<file path="src/rtl/addsub_pkg.sv">
// Shared definitions for the segmented pipelined adder/subtractor:
// op encoding, stage-count helper and the per-stage control payload.
package addsub_pkg;

  localparam logic OP_ADD = 1'b0;
  localparam logic OP_SUB = 1'b1;

  function automatic int calc_nseg(input int width, input int seg_w);
    return width / seg_w;
  endfunction

  // Control half of a stage payload; the operand/partial-sum half depends on
  // the stage index and is declared per stage in the top.
  typedef struct packed {
    logic carry;
    logic valid;
  } seg_ctl_t;

endpackage

</file>
<file path="src/rtl/cla_seg.sv">
// Combinational SEG_W-bit carry-lookahead slice built from generate/propagate
// terms; also exposes the carry into its MSB for signed-overflow detection.
module cla_seg #(
  parameter int SEG_W = 8
) (
  input  logic [SEG_W-1:0] a,
  input  logic [SEG_W-1:0] b,
  input  logic             cin,
  output logic [SEG_W-1:0] s,
  output logic             cout,
  output logic             c_msb_in
);

  logic [SEG_W-1:0] g;
  logic [SEG_W-1:0] p;
  logic [SEG_W:0]   c;

  assign g = a & b;
  assign p = a ^ b;

  // Each carry is the flat sum-of-products g[i] | p[i]g[i-1] | ... | p[i..0]cin.
  always_comb begin : p_carry
    logic run;
    run = 1'b0;
    c   = '0;
    c[0] = cin;
    for (int unsigned i = 0; i < SEG_W; i++) begin
      c[i+1] = g[i];
      run    = p[i];
      for (int unsigned j = 0; j < i; j++) begin
        c[i+1] = c[i+1] | (run & g[i-1-j]);
        run    = run & p[i-1-j];
      end
      c[i+1] = c[i+1] | (run & cin);
    end
  end

  assign s        = p ^ c[SEG_W-1:0];
  assign cout     = c[SEG_W];
  assign c_msb_in = c[SEG_W-1];

endmodule

</file>
<file path="src/rtl/pipe_addsub.sv">
// Pipelined segmented adder/subtractor: one lookahead slice per stage, carry
// registered between stages, global-stall valid/ready handshake.
module pipe_addsub
  import addsub_pkg::*;
#(
  parameter int WIDTH = 32,
  parameter int SEG_W = 8
) (
  input  logic             clk,
  input  logic             rst_n,
  input  logic             in_valid,
  output logic             in_ready,
  input  logic [WIDTH-1:0] in_a,
  input  logic [WIDTH-1:0] in_b,
  input  logic             in_cin,
  input  logic             in_sub,
  output logic             out_valid,
  input  logic             out_ready,
  output logic [WIDTH-1:0] out_sum,
  output logic             out_cout,
  output logic             out_ovf,
  output logic             out_zero
);

  localparam int NSEG = calc_nseg(WIDTH, SEG_W);

  if ((WIDTH % SEG_W) != 0 || NSEG < 1) begin : g_bad_cfg
    $error("pipe_addsub: WIDTH must be a non-zero multiple of SEG_W");
  end

  logic adv;
  assign adv      = !out_valid || out_ready;
  assign in_ready = adv;

  // acc holds {partial sum so far, unprocessed A bits}: every stage shifts it
  // right by SEG_W and inserts its sum slice at the top, so after the last
  // stage it is the full result. b shrinks to the unprocessed bits only.
  for (genvar k = 0; k < NSEG; k++) begin : g_seg
    localparam int BW = WIDTH - k * SEG_W;

    logic [WIDTH-1:0] acc;
    logic [BW-1:0]    b;
    seg_ctl_t         ctl;
    logic [SEG_W-1:0] s;
    logic             cout;
    logic             c_msb;
    logic [WIDTH-1:0] acc_nxt;

    cla_seg #(.SEG_W(SEG_W)) u_cla (
      .a        (acc[SEG_W-1:0]),
      .b        (b[SEG_W-1:0]),
      .cin      (ctl.carry),
      .s        (s),
      .cout     (cout),
      .c_msb_in (c_msb)
    );

    if (NSEG == 1) begin : g_one
      assign acc_nxt = s;
    end else begin : g_many
      assign acc_nxt = {s, acc[WIDTH-1:SEG_W]};
    end

    if (k != NSEG - 1) begin : g_mid
      logic unused_c_msb;
      assign unused_c_msb = c_msb;
    end

    if (k == 0) begin : g_first
      always_ff @(posedge clk or negedge rst_n) begin
        if (!rst_n) begin
          acc <= '0;
          b   <= '0;
          ctl <= '0;
        end else if (adv) begin
          ctl.valid <= in_valid;
          if (in_valid) begin
            acc       <= in_a;
            b         <= (in_sub == OP_SUB) ? ~in_b : in_b;
            ctl.carry <= (in_sub == OP_ADD) ? in_cin : 1'b1;
          end
        end
      end
    end else begin : g_next
      localparam int PBW = WIDTH - (k - 1) * SEG_W;
      always_ff @(posedge clk or negedge rst_n) begin
        if (!rst_n) begin
          acc <= '0;
          b   <= '0;
          ctl <= '0;
        end else if (adv) begin
          acc       <= g_seg[k-1].acc_nxt;
          b         <= g_seg[k-1].b[PBW-1:SEG_W];
          ctl.carry <= g_seg[k-1].cout;
          ctl.valid <= g_seg[k-1].ctl.valid;
        end
      end
    end
  end

  always_ff @(posedge clk or negedge rst_n) begin
    if (!rst_n) begin
      out_valid <= 1'b0;
      out_sum   <= '0;
      out_cout  <= 1'b0;
      out_ovf   <= 1'b0;
      out_zero  <= 1'b1;
    end else if (adv) begin
      out_valid <= g_seg[NSEG-1].ctl.valid;
      out_sum   <= g_seg[NSEG-1].acc_nxt;
      out_cout  <= g_seg[NSEG-1].cout;
      out_ovf   <= g_seg[NSEG-1].cout ^ g_seg[NSEG-1].c_msb;
      out_zero  <= (g_seg[NSEG-1].acc_nxt == '0);
    end
  end

endmodule

</file>
<file path="config.mk">
export PLATFORM = sky130hd
export DESIGN_NAME = pipe_addsub
export DESIGN_NICKNAME = d
export VERILOG_FILES = /design/src/rtl/addsub_pkg.sv /design/src/rtl/cla_seg.sv /design/src/rtl/pipe_addsub.sv
export SDC_FILE = /design/constraint.sdc
export NUM_CORES = 1
export LEC_CHECK = 0
export ABC_AREA = 0
export BUFFER_PORTS_ARGS = -buffer_cell sky130_fd_sc_hd__buf_2
export CAP_MARGIN = 15
export CORE_UTILIZATION = 60
export DETAILED_ROUTE_END_ITERATION = 16
export PLACE_DENSITY = 0.89
export SLEW_MARGIN = 40
export SYNTH_ARGS = -nofsm -noshare
export SYNTH_HDL_FRONTEND = slang
export SYNTH_HIERARCHICAL = 1
export SYNTH_SLANG_ARGS = --single-unit
</file>
<file path="constraint.sdc">
create_clock -name clk -period 5.78 [get_ports clk]
set_input_delay 0.578 -clock clk [delete_from_list [all_inputs] [get_ports clk]]
set_output_delay 0.578 -clock clk [all_outputs]
set_load 0.05 [all_outputs]
</file>
### Word level (Yosys, flattened, before mapping)

Index checks and enable logic that the tools add are counted.

* memories: 0
* RAM bits: 0
* bits in latches: 0
* bits of input ports: 70
* logic and storage cells: 441
* bits in read-only memories: 0
* output and inout bits: 37
* register bits after elaboration: 252

* shifts and indexed selects: 0
* order comparisons: 0
* reduce and logical (&&, ||, !) cells: 4
* div/mod/pow operators: 0
* add/subtract/negate cells: 0
* bitwise gates (word level): 414
* equal/unequal tests: 0
* $mul: 0
* muxes and demuxes: 2

Operator list (count)
* 1-bit AND: 256
* 1-bit OR: 144
* 8-bit bitwise XOR: 8
* 8-bit AND: 4
* 32-bit logical NOT: 1
* 32-bit 2-to-1 mux: 1
* 32-bit NOT: 1
* 2-bit AND reduction: 1
* 1-bit logical NOT: 1
* 1-bit logical OR: 1
* 1-bit 2-to-1 mux: 1
* 1-bit bitwise XOR: 1

### Logic depth before layout (Yosys ltp)

Gate-level depths: netlist of the first run.

* depth after elaboration: 11
* gate-level depth with buffers: 8
* gate-level depth less buffers: 8

### Modules after synthesis

The synthesis of the first run kept the hierarchy.

Modules (own cells, without submodules)
* pipe_addsub: cells each 1012, seq. area each 6307.3 µm², area each 9749.4 µm², instances 1
* cla_seg (g_seg[1].u_cla ...): cells each 41, seq. area each 0.0 µm², area each 357.8 µm², instances 3
* cla_seg (g_seg[0].u_cla): cells each 51, seq. area each 0.0 µm², area each 390.4 µm², instances 1

### Least setup slack after synthesis of the first run

OpenSTA, ideal clock, no wires.

* path type: flip-flop to output port
* from: register out_valid
* to: output port in_ready
* stages on the path, launching flop included: 6
* path buffers: 3
* data arrival time: 1.741 ns
* required time: 5.202 ns
* setup slack: 3.461 ns
* cell sequence: dfrtp_1 nor2b_1 buf_4 inv_2 buf_2 clkbuf_1

* cells in the longest elaborated chain, start to end: 2

RTL lines
* from (decl): line pipe_addsub.sv:17 `output logic out_valid,`
* from (signal assigned): line pipe_addsub.sv:109 `out_valid <= g_seg[NSEG-1].ctl.valid;`
* 1-bit logical NOT: line pipe_addsub.sv:32 `assign adv = !out_valid || out_ready;`
* 1-bit logical OR: line pipe_addsub.sv:32
* to (decl): line pipe_addsub.sv:12 `output logic in_ready,`

No other way between the ends.

### Final worst setup path of the first run

Same ends and word-level chain as after synthesis.

==> results of run 1 <==
## through the flow
| stage | worst slack, ns | hold WS [ns] |
|---|---|---|
| after floorplan | 3.46 | 0.282 |
| after global placement | 2.69 | 0.446 |
| after detailed placement | 2.77 | 0.450 |
| after CTS | 2.83 | 0.140 |
| after global routing | 2.69 | 0.280 |
| final | 2.87 | 0.295 |
## flip-flops by register name, indices dropped and copies added, names as in the netlist
register,cells
out_zero,1
out_ovf,1
g_seg.b,80
out_valid,1
g_seg.acc,128
out_cout,1
g_seg.ctl,8
out_sum,32
## power by group through the flow
| stage | sequential, W | clock (W) | combinational, W |
|---|---|---|---|
| 2_1_floorplan | 0.00336 | 0 | 0.00223 |
| 3_3_place_gp | 0.00304 | 0 | 0.00314 |
| 3_5_place_dp | 0.00308 | 0 | 0.00328 |
| 4_1_cts | 0.00306 | 0.00162 | 0.00337 |
| 5_1_grt | 0.00317 | 0.00169 | 0.00378 |
| 6_report | 0.00307 | 0.00159 | 0.00338 |
## worst max-delay path, stage by stage (launching register included)
cell	delay, ns
dfrtp_1	0.37
nor2b_4	0.16
buf_6	0.51
inv_6	0.40
buf_2	0.34
## layout make-up
type                            instances  area, um2  area share (%)
Multi-Input combinational cell        860       4570            36.1
Inverter                               10       42.5           0.336
Tap cell                              229        287            2.26
Clock buffer                           35        713            5.63
Timing Repair Buffer                  113        638            5.04
Sequential cell                       252       6310            49.8
Clock inverter                          9        104           0.820
## worst max-delay path by stage
stage / startpoint / endpoint / slack (ns) / depth (start not counted)
global placement: out_ready / g_seg[0].acc[24]$_DFFE_PN0P_ / 2.69 / 6
floorplan: out_valid$_DFFE_PN0P_ / in_ready / 3.46 / 5
CTS: out_valid$_DFFE_PN0P_ / in_ready / 2.83 / 4
global route: out_valid$_DFFE_PN0P_ / in_ready / 2.69 / 4
detailed placement: out_ready / g_seg[0].acc[25]$_DFFE_PN0P_ / 2.77 / 6
finish: out_valid$_DFFE_PN0P_ / in_ready / 2.87 / 4
## metal layers
layer	part of all wire, %	track usage, %
met1	43	33.4
met4	3.2	9.52
met2	48	39.8
met5	0	0
met3	5.9	3.73
==> results_dict.tcl, run 1 <==
set metrics [dict create \
    cts_tree "yes" \
    gp_congestion 0.802 \
    finalSetupViolCount 0 \
    r2r_setup_slack_ns 2.97 \
    tightest_slew_ns 0.794 \
    startpoint_type "flop" \
    final.period_utilization_pct 50.3 \
    num_rows 49 \
    syn_to_final_growth_pct 13.1 \
    die_width_um 139 \
    critPathArrivalTime_ns 2.33 \
    status "finished, violations left" \
    synth_cells 1183 \
    holdPathEnd "g_seg[0].acc[24]$_DFFE_PN0P_" \
    drt-pass1-iter-count 11 \
    fin_util_pct 69.8 \
    antenna_found_initial 0 \
    drc_errors 5 \
    drtAntennaViolNets 0 \
    reg2reg_to "g_seg[0].acc[25]$_DFFE_PN0P_" \
    syn_nets 1293 \
    cts_num_sinks 252 \
    drt_iter0_markers 663 \
    rr_startpoint "out_valid$_DFFE_PN0P_" \
    syn_avg_cell_area_um2 9.46 \
    fin_skew_ns 0.00730 \
    grt_max_degree 145 \
    insertedDiodeCount 0 \
    grt_pass1_wl_um 38800 \
    clock_power_share_pct 19.8 \
    fmax_mhz 344 \
    synthesis.area_mm2 0.0112 \
    io_pins 107 \
    placedInstanceArea_mm2 0.0118 \
    path_max_fanout 98 \
    grt_pass1_vias 8237 \
    cts_hold_buf 0 \
    cp_data_required_time_ns 5.20 \
    sw_frac_of_total_pct 41.1 \
    h-tree-depth 1 \
    yosys_warnings 6 \
    final.setup.tns_ns 0 \
    power_frac_comb_pct 42.0 \
    cp-end-kind "output pin" \
    drive_gt1_share_pct 15.9 \
    worstRegToRegCells 5 \
    grt_setup_unrepaired "no" \
    start_util_pct 61.7 \
    final_nets 1371 \
    drv_cap 0 \
    die_y_um 139 \
    dieArea_mm2 0.0192 \
    core_area_mm2 0.0181 \
    pwr_density_cell_mw_per_mm2 635 \
    grt_overflow 0 \
    min_path_cells 2 \
    cts.repair.resized 0 \
    stdcell_count 1508 \
    criticalPathCategory "flop to output pin" \
    report.final.slew_viol_count 0 \
    power.total_w 0.00804 \
    ir_worst_vdd_mv 0.302 \
    power_frac_seq_pct 38.2 \
    routed_wl_um 22600 \
    vias_per_cell 5.44 \
    cts_setup_buffers 0 \
    cts_max_path_buffers 3 \
    worstHoldStart "in_a[24]" \
    hold_viol 0 \
    final_area_mm2 0.0127 \
    clk_pin_slew_worst_paths_ns 0.07 \
    final_common_cell "nand2_1" \
    leakage_nw 6.58 \
    fillers 1262 \
    period_minus_slack_ns 2.91 \
    cts_buffers 24 \
    track_usage_pct 24.4 \
    vias 8199 \
    internal_power_w 0.00474 \
    io_buffers 106 \
    timing.slew.headroom_pct 47.1 \
    dpl.hpwl_um 13800 \
    dp.cells 1462 \
    wire_per_inst_um 15.0 \
    clock_latency_ns 0.51 \
    mostFrequentLayoutCells "nand2_1 (552), dfrtp_1 (251), buf_2 (104)" \
    switchingPower_w 0.00330 \
    clockRootBuffer "clkbuf_16" \
    violations "DRC" \
    hp-class "primary input to flop" \
]
Note: power is estimated with default switching activity, not from simulation.
==> run 2: changes to the inputs <==
- CORE_UTILIZATION: 60 -> 54
- PLACE_DENSITY: 0.89 -> 0.85
- clock period: 5.78 -> 2.42 ns (I/O delays scaled with it)
==> results_dict.tcl, run 2 (synthesis gave the netlist of run 1 again) <==
set metrics [dict create \
    rr_startpoint "g_seg[3].acc[2]$_DFFE_PN0P_" \
    criticalPathCategory "flop to flop" \
    clk_pin_slew_worst_paths_ns 0.06 \
    largestRegisters "g_seg.acc (128), g_seg.b (80), out_sum (32)" \
    reg2reg_to "out_zero$_DFFE_PN1P_" \
    critPathArrivalTime_ns 2.57 \
    r2r_setup_slack_ns 0.26 \
    num_rows 52 \
    startpoint_type "flop" \
    ir_worst_vdd_mv 0.783 \
    hold_viol 0 \
    cts.repair.resized 0 \
    path_max_fanout 5 \
    crit_family "compound AO/OA/AOI/OAI gates" \
    timing.slew.headroom_pct 43.7 \
    drive_gt1_share_pct 15.3 \
    io_buffers 106 \
    crit_chain "ha_1 > a21o_1 > a21oi_2 > nand2_2 > xnor2_1 > nor4_1 > nand4_1 > o31ai_1" \
    report.final.slew_viol_count 0 \
    cts_buffers 25 \
    finalSetupViolCount 0 \
    largest-register "g_seg.acc" \
    gp_congestion 0.814 \
    max_stage_delay_ns 0.38 \
    internal_power_w 0.0113 \
    dpl.hpwl_um 13800 \
    fmax_mhz 463 \
    period_minus_slack_ns 2.16 \
    sw_frac_of_total_pct 40.4 \
    grt_overflow 0 \
    worstRegToRegCells 8 \
    cp-end-kind "flop" \
    power_frac_seq_pct 38.2 \
    hp-class "primary input to flop" \
    routed_wl_um 22300 \
    grt_setup_unrepaired "no" \
    mostFrequentLayoutCells "nand2_1 (552), dfrtp_1 (251), buf_2 (105)" \
    clock_power_share_pct 19.5 \
    cts_tree "yes" \
    largest_reg_flops 128 \
    critical-path-slowest-cell "dfrtp_1" \
    vias 8192 \
    clock_latency_ns 0.50 \
    path_depth 8 \
    track_usage_pct 21.8 \
    startpoint "g_seg[3].acc[2]$_DFFE_PN0P_" \
    placedInstanceArea_mm2 0.0119 \
    status "finished, final reports clean" \
    grt_pass1_vias 8134 \
    final_common_cell "nand2_1" \
    h-tree-depth 1 \
    cts_max_path_buffers 3 \
    switchingPower_w 0.00769 \
    core_area_mm2 0.0203 \
    final.setup.tns_ns 0 \
    clockRootBuffer "clkbuf_16" \
    antenna_found_initial 0 \
    final_nets 1405 \
    die_width_um 146 \
    insertedDiodeCount 0 \
    fin_skew_ns 0.00664 \
    drt_iter0_markers 700 \
    grt_max_degree 198 \
    drtAntennaViolNets 0 \
    drc_errors 0 \
    pwr_density_cell_mw_per_mm2 1460 \
    die_y_um 146 \
    worst-path-buf-inv 0 \
    wire_per_inst_um 14.1 \
    cp_data_required_time_ns 2.83 \
    final.period_utilization_pct 89.2 \
    endpoint "out_zero$_DFFE_PN1P_" \
    min_path_cells 3 \
    syn_to_final_growth_pct 16.4 \
    drt-pass1-iter-count 5 \
    tightest_slew_ns 0.845 \
    drv_cap 0 \
    leakage_nw 6.72 \
    power_frac_comb_pct 42.3 \
    vias_per_cell 5.18 \
    grt_pass1_wl_um 38300 \
    io_pins 107 \
    final_area_mm2 0.0130 \
    dieArea_mm2 0.0213 \
    cts_num_sinks 252 \
    start_util_pct 55.1 \
    worstHoldStart "in_b[28]" \
]
## run 2: changes by cell type in the layout (fill, tap and decap cells not counted), moves of 2 or more
cell,change
dlygate4sd3_1,+30
buf_12,+4
clkbuf_1,+4
buf_6,-2
clkinvlp_4,-2
## run 2: timing repair
item,CTS,global route
buffers inserted,0,0
endpoints found under the hold margin,94,0
hold buffers,31,0
## run 2: area by class of cell
class	count	area, um2
clock buffers	38	714
well taps	270	338
multi-input cells	860	4570
flip-flops and latches	252	6310
repair buffers	146	981
clock inverters	5	75.1
inverters	10	42.5
fillers	1577	7270
## run 2: worst register-to-register path: stages, from the launching register on
cell and delay (ns):
dfrtp_1 0.38, ha_1 0.36, a21o_1 0.21, a21oi_2 0.22, nand2_2 0.12, xnor2_1 0.16, nor4_1 0.26, nand4_1 0.12
o31ai_1 0.24
## run 2: how the worst min path moves through the flow
stage,endpoint,slack (ns)
after CTS,g_seg[0].acc[28]$_DFFE_PN0P_,0.006
after global routing,g_seg[0].acc[28]$_DFFE_PN0P_,0.007
after floorplan,g_seg[0].acc[0]$_DFFE_PN0P_,-0.05
after global placement,out_sum[18]$_DFFE_PN0P_,0.22
after detailed placement,out_sum[19]$_DFFE_PN0P_,0.22
final,g_seg[0].b[28]$_DFFE_PN0P_,0.02
## run 2: routing by layer
metal  wire length, um  vias to the layer above  track usage [%]
met5                 0                        -                0
met4               658                        0             8.05
met3              1010                       51             3.35
met2             10400                      214             34.9
met1             10300                     3896             30.1
li1                  -                     4031                -
## run 2: per-stage QoR
| step | total power (W) | instances | hold slack [ns] | utilization (%) | setup slack (ns) |
|---|---|---|---|---|---|
| after floorplan | 0.0134 | 1183 | -0.0536 | - | 0.423 |
| after global placement | 0.0148 | 1507 | 0.224 | 58.8 | 0.337 |
| after detailed placement | 0.0152 | 1507 | 0.224 | 58.8 | 0.286 |
| after CTS | 0.0191 | 1581 | 0.00603 | 64.2 | 0.254 |
| after global routing | 0.0205 | 1581 | 0.00703 | 64.2 | 0.0565 |
| final | 0.0190 | 1581 | 0.0230 | 64.2 | 0.261 |
## run 2: power groups by stage
stage / sequential, W / clock, W / combinational [W]
finish: 0.00726 / 0.00372 / 0.00804
global placement: 0.00722 / 0 / 0.00763
floorplan: 0.00803 / 0 / 0.00533
detailed placement: 0.00732 / 0 / 0.00790
global route: 0.00751 / 0.00396 / 0.00905
CTS: 0.00726 / 0.00380 / 0.00803
==> run 3: changes to the inputs <==
- BUFFER_PORTS_ARGS: -buffer_cell sky130_fd_sc_hd__buf_2 -> unset
- CORE_UTILIZATION: 54 -> 60
- DONT_BUFFER_PORTS: unset -> 1
- PLACE_DENSITY: 0.85 -> 0.84
- clock period: 2.42 -> 2.65 ns (I/O delays scaled with it)
==> results_dict.tcl, run 3 (synthesis gave the netlist of run 1 again) <==
set metrics [dict create \
    fillers 1206 \
    final_area_mm2 0.0133 \
    clockRootBuffer "clkbuf_16" \
    pwr_density_cell_mw_per_mm2 1350 \
    report.final.slew_viol_count 0 \
    final_nets 1370 \
    wire_per_inst_um 16.4 \
    startpoint_type "flop" \
    grt_busiest_layer "met2" \
    dieArea_mm2 0.0192 \
    drt_iter0_markers 657 \
    tightest_slew_ns 0.803 \
    dp.cells 1354 \
    syn_to_final_growth_pct 19.1 \
    largest_reg_flops 128 \
    status "finished, violations left" \
    fin_skew_ns 0.0178 \
    final.setup.tns_ns 0 \
    use_met2_pct 43.7 \
    fmax_mhz 391 \
    stdcell_count 1509 \
    grt_pass1_wl_um 40200 \
    critPathArrivalTime_ns 2.96 \
    drc_errors 14 \
    path_max_fanout 75 \
    whs_ns -0.552 \
    start_util_pct 61.7 \
    drtAntennaViolNets 0 \
    placedInstanceArea_mm2 0.0113 \
    insertedDiodeCount 0 \
    final.period_utilization_pct 96.5 \
    cts_hold_buf 104 \
    gr-usage-met3_pct 4.32 \
    cp-end-kind "flop" \
    dpl.hpwl_um 12900 \
    die_width_um 139 \
    cts_setup_buffers 0 \
    hold_viol 252 \
    clock_latency_ns 0.53 \
    final_common_cell "nand2_1" \
    cp_data_required_time_ns 3.06 \
    grt_use_met1_pct 34.0 \
    cts_tree "yes" \
    die_y_um 139 \
    grt_pass1_vias 8288 \
    grt_setup_unrepaired "no" \
    largestRegisters "g_seg.acc (128), g_seg.b (80), out_sum (32)" \
    drive_gt1_share_pct 8.20 \
    antenna_found_initial 0 \
    hp-class "primary input to async pin" \
    grt_overflow 0 \
    ir_worst_vdd_mv 0.759 \
    cts.repair.resized 0 \
    vias 8256 \
    cts_buffers 26 \
    period_minus_slack_ns 2.56 \
    grt_max_degree 253 \
    io_buffers 0 \
    cts_max_path_buffers 3 \
    h-tree-depth 1 \
    drv_cap 0 \
    leakage_nw 6.66 \
    largest-register "g_seg.acc" \
    mostFrequentLayoutCells "nand2_1 (552), dfrtp_1 (251), dlygate4sd3_1 (103)" \
    criticalPathCategory "flop to flop" \
    track_usage_pct 25.9 \
    num_rows 49 \
    gp_congestion 0.815 \
    routed_wl_um 24800 \
    drt-pass1-iter-count 11 \
    io_pins 107 \
    violations "DRC, hold timing" \
    finalSetupViolCount 0 \
    clk_pin_slew_worst_paths_ns 0.06 \
    power.total_w 0.0180 \
    timing.slew.headroom_pct 46.5 \
    cts_num_sinks 252 \
    vias_per_cell 5.47 \
    core_area_mm2 0.0181 \
]
==> run 3: cell type report <==
cell class	instances	area [um2]	share of cell area, %
Clock buffer	34	752	5.64
Clock inverter	14	209	1.57
Inverter	10	42.5	0.319
Multi-Input combinational cell	860	4570	34.3
Sequential cell	252	6310	47.3
Tap cell	229	287	2.15
Timing Repair Buffer	110	1160	8.68
==> run 3: power breakdown <==
part	internal [W]	switching (W)	total [W]
Combinational	0.00269	0.00369	0.00638
Sequential	0.00558	0.00206	0.00764
Clock	0.00249	0.00152	0.00401
Total	0.0108	0.00727	0.0180
==> run 3: path summary, 6_finish.rpt <==
check	start	end	slack, ns	depth (start not counted)
min in group clk	in_sub	g_seg[0].b[24]$_DFFE_PN0P_	0.04	2
worst max register to register	out_valid$_DFFE_PN0P_	g_seg[0].b[23]$_DFFE_PN0P_	0.09	7
max in group asynchronous	rst_n	out_zero$_DFFE_PN1P_	2.81	0
worst max-delay path	out_valid$_DFFE_PN0P_	g_seg[0].b[23]$_DFFE_PN0P_	0.09	7
worst min-delay path	rst_n	g_seg[0].b[9]$_DFFE_PN0P_	-0.55	0
worst min register to register	g_seg[1].b[20]$_DFFE_PN0P_	g_seg[1].b[20]$_DFFE_PN0P_	0.46	2
==> run 3: critical path, cell delays in order, from the launching register on <==
cell and delay (ns):
dfrtp_1 0.67, nor2b_4 0.34, inv_6 0.05, buf_12 0.19
buf_16 0.24, a21oi_1 0.22, a21oi_1 0.08, dlygate4sd3_1 0.58
==> run 3: through the flow <==
stage	worst slack (ns)	utilization, %	hold WS (ns)
2_1_floorplan	0.644	-	-0.0306
3_3_place_gp	0.563	62.0	-0.0239
3_5_place_dp	0.497	62.0	-0.0245
4_1_cts	0.00281	73.1	-0.574
5_1_grt	0.0353	73.4	-0.577
6_report	0.0932	73.4	-0.552
==> run 3: metal layers <==
metal | vias up | part of all wire, % | routed length (um)
li1 | 3948 | - | -
met1 | 3984 | 42 | 10500
met2 | 269 | 49 | 12200
met3 | 55 | 5.7 | 1420
met4 | 0 | 2.7 | 675
met5 | - | 0 | 0
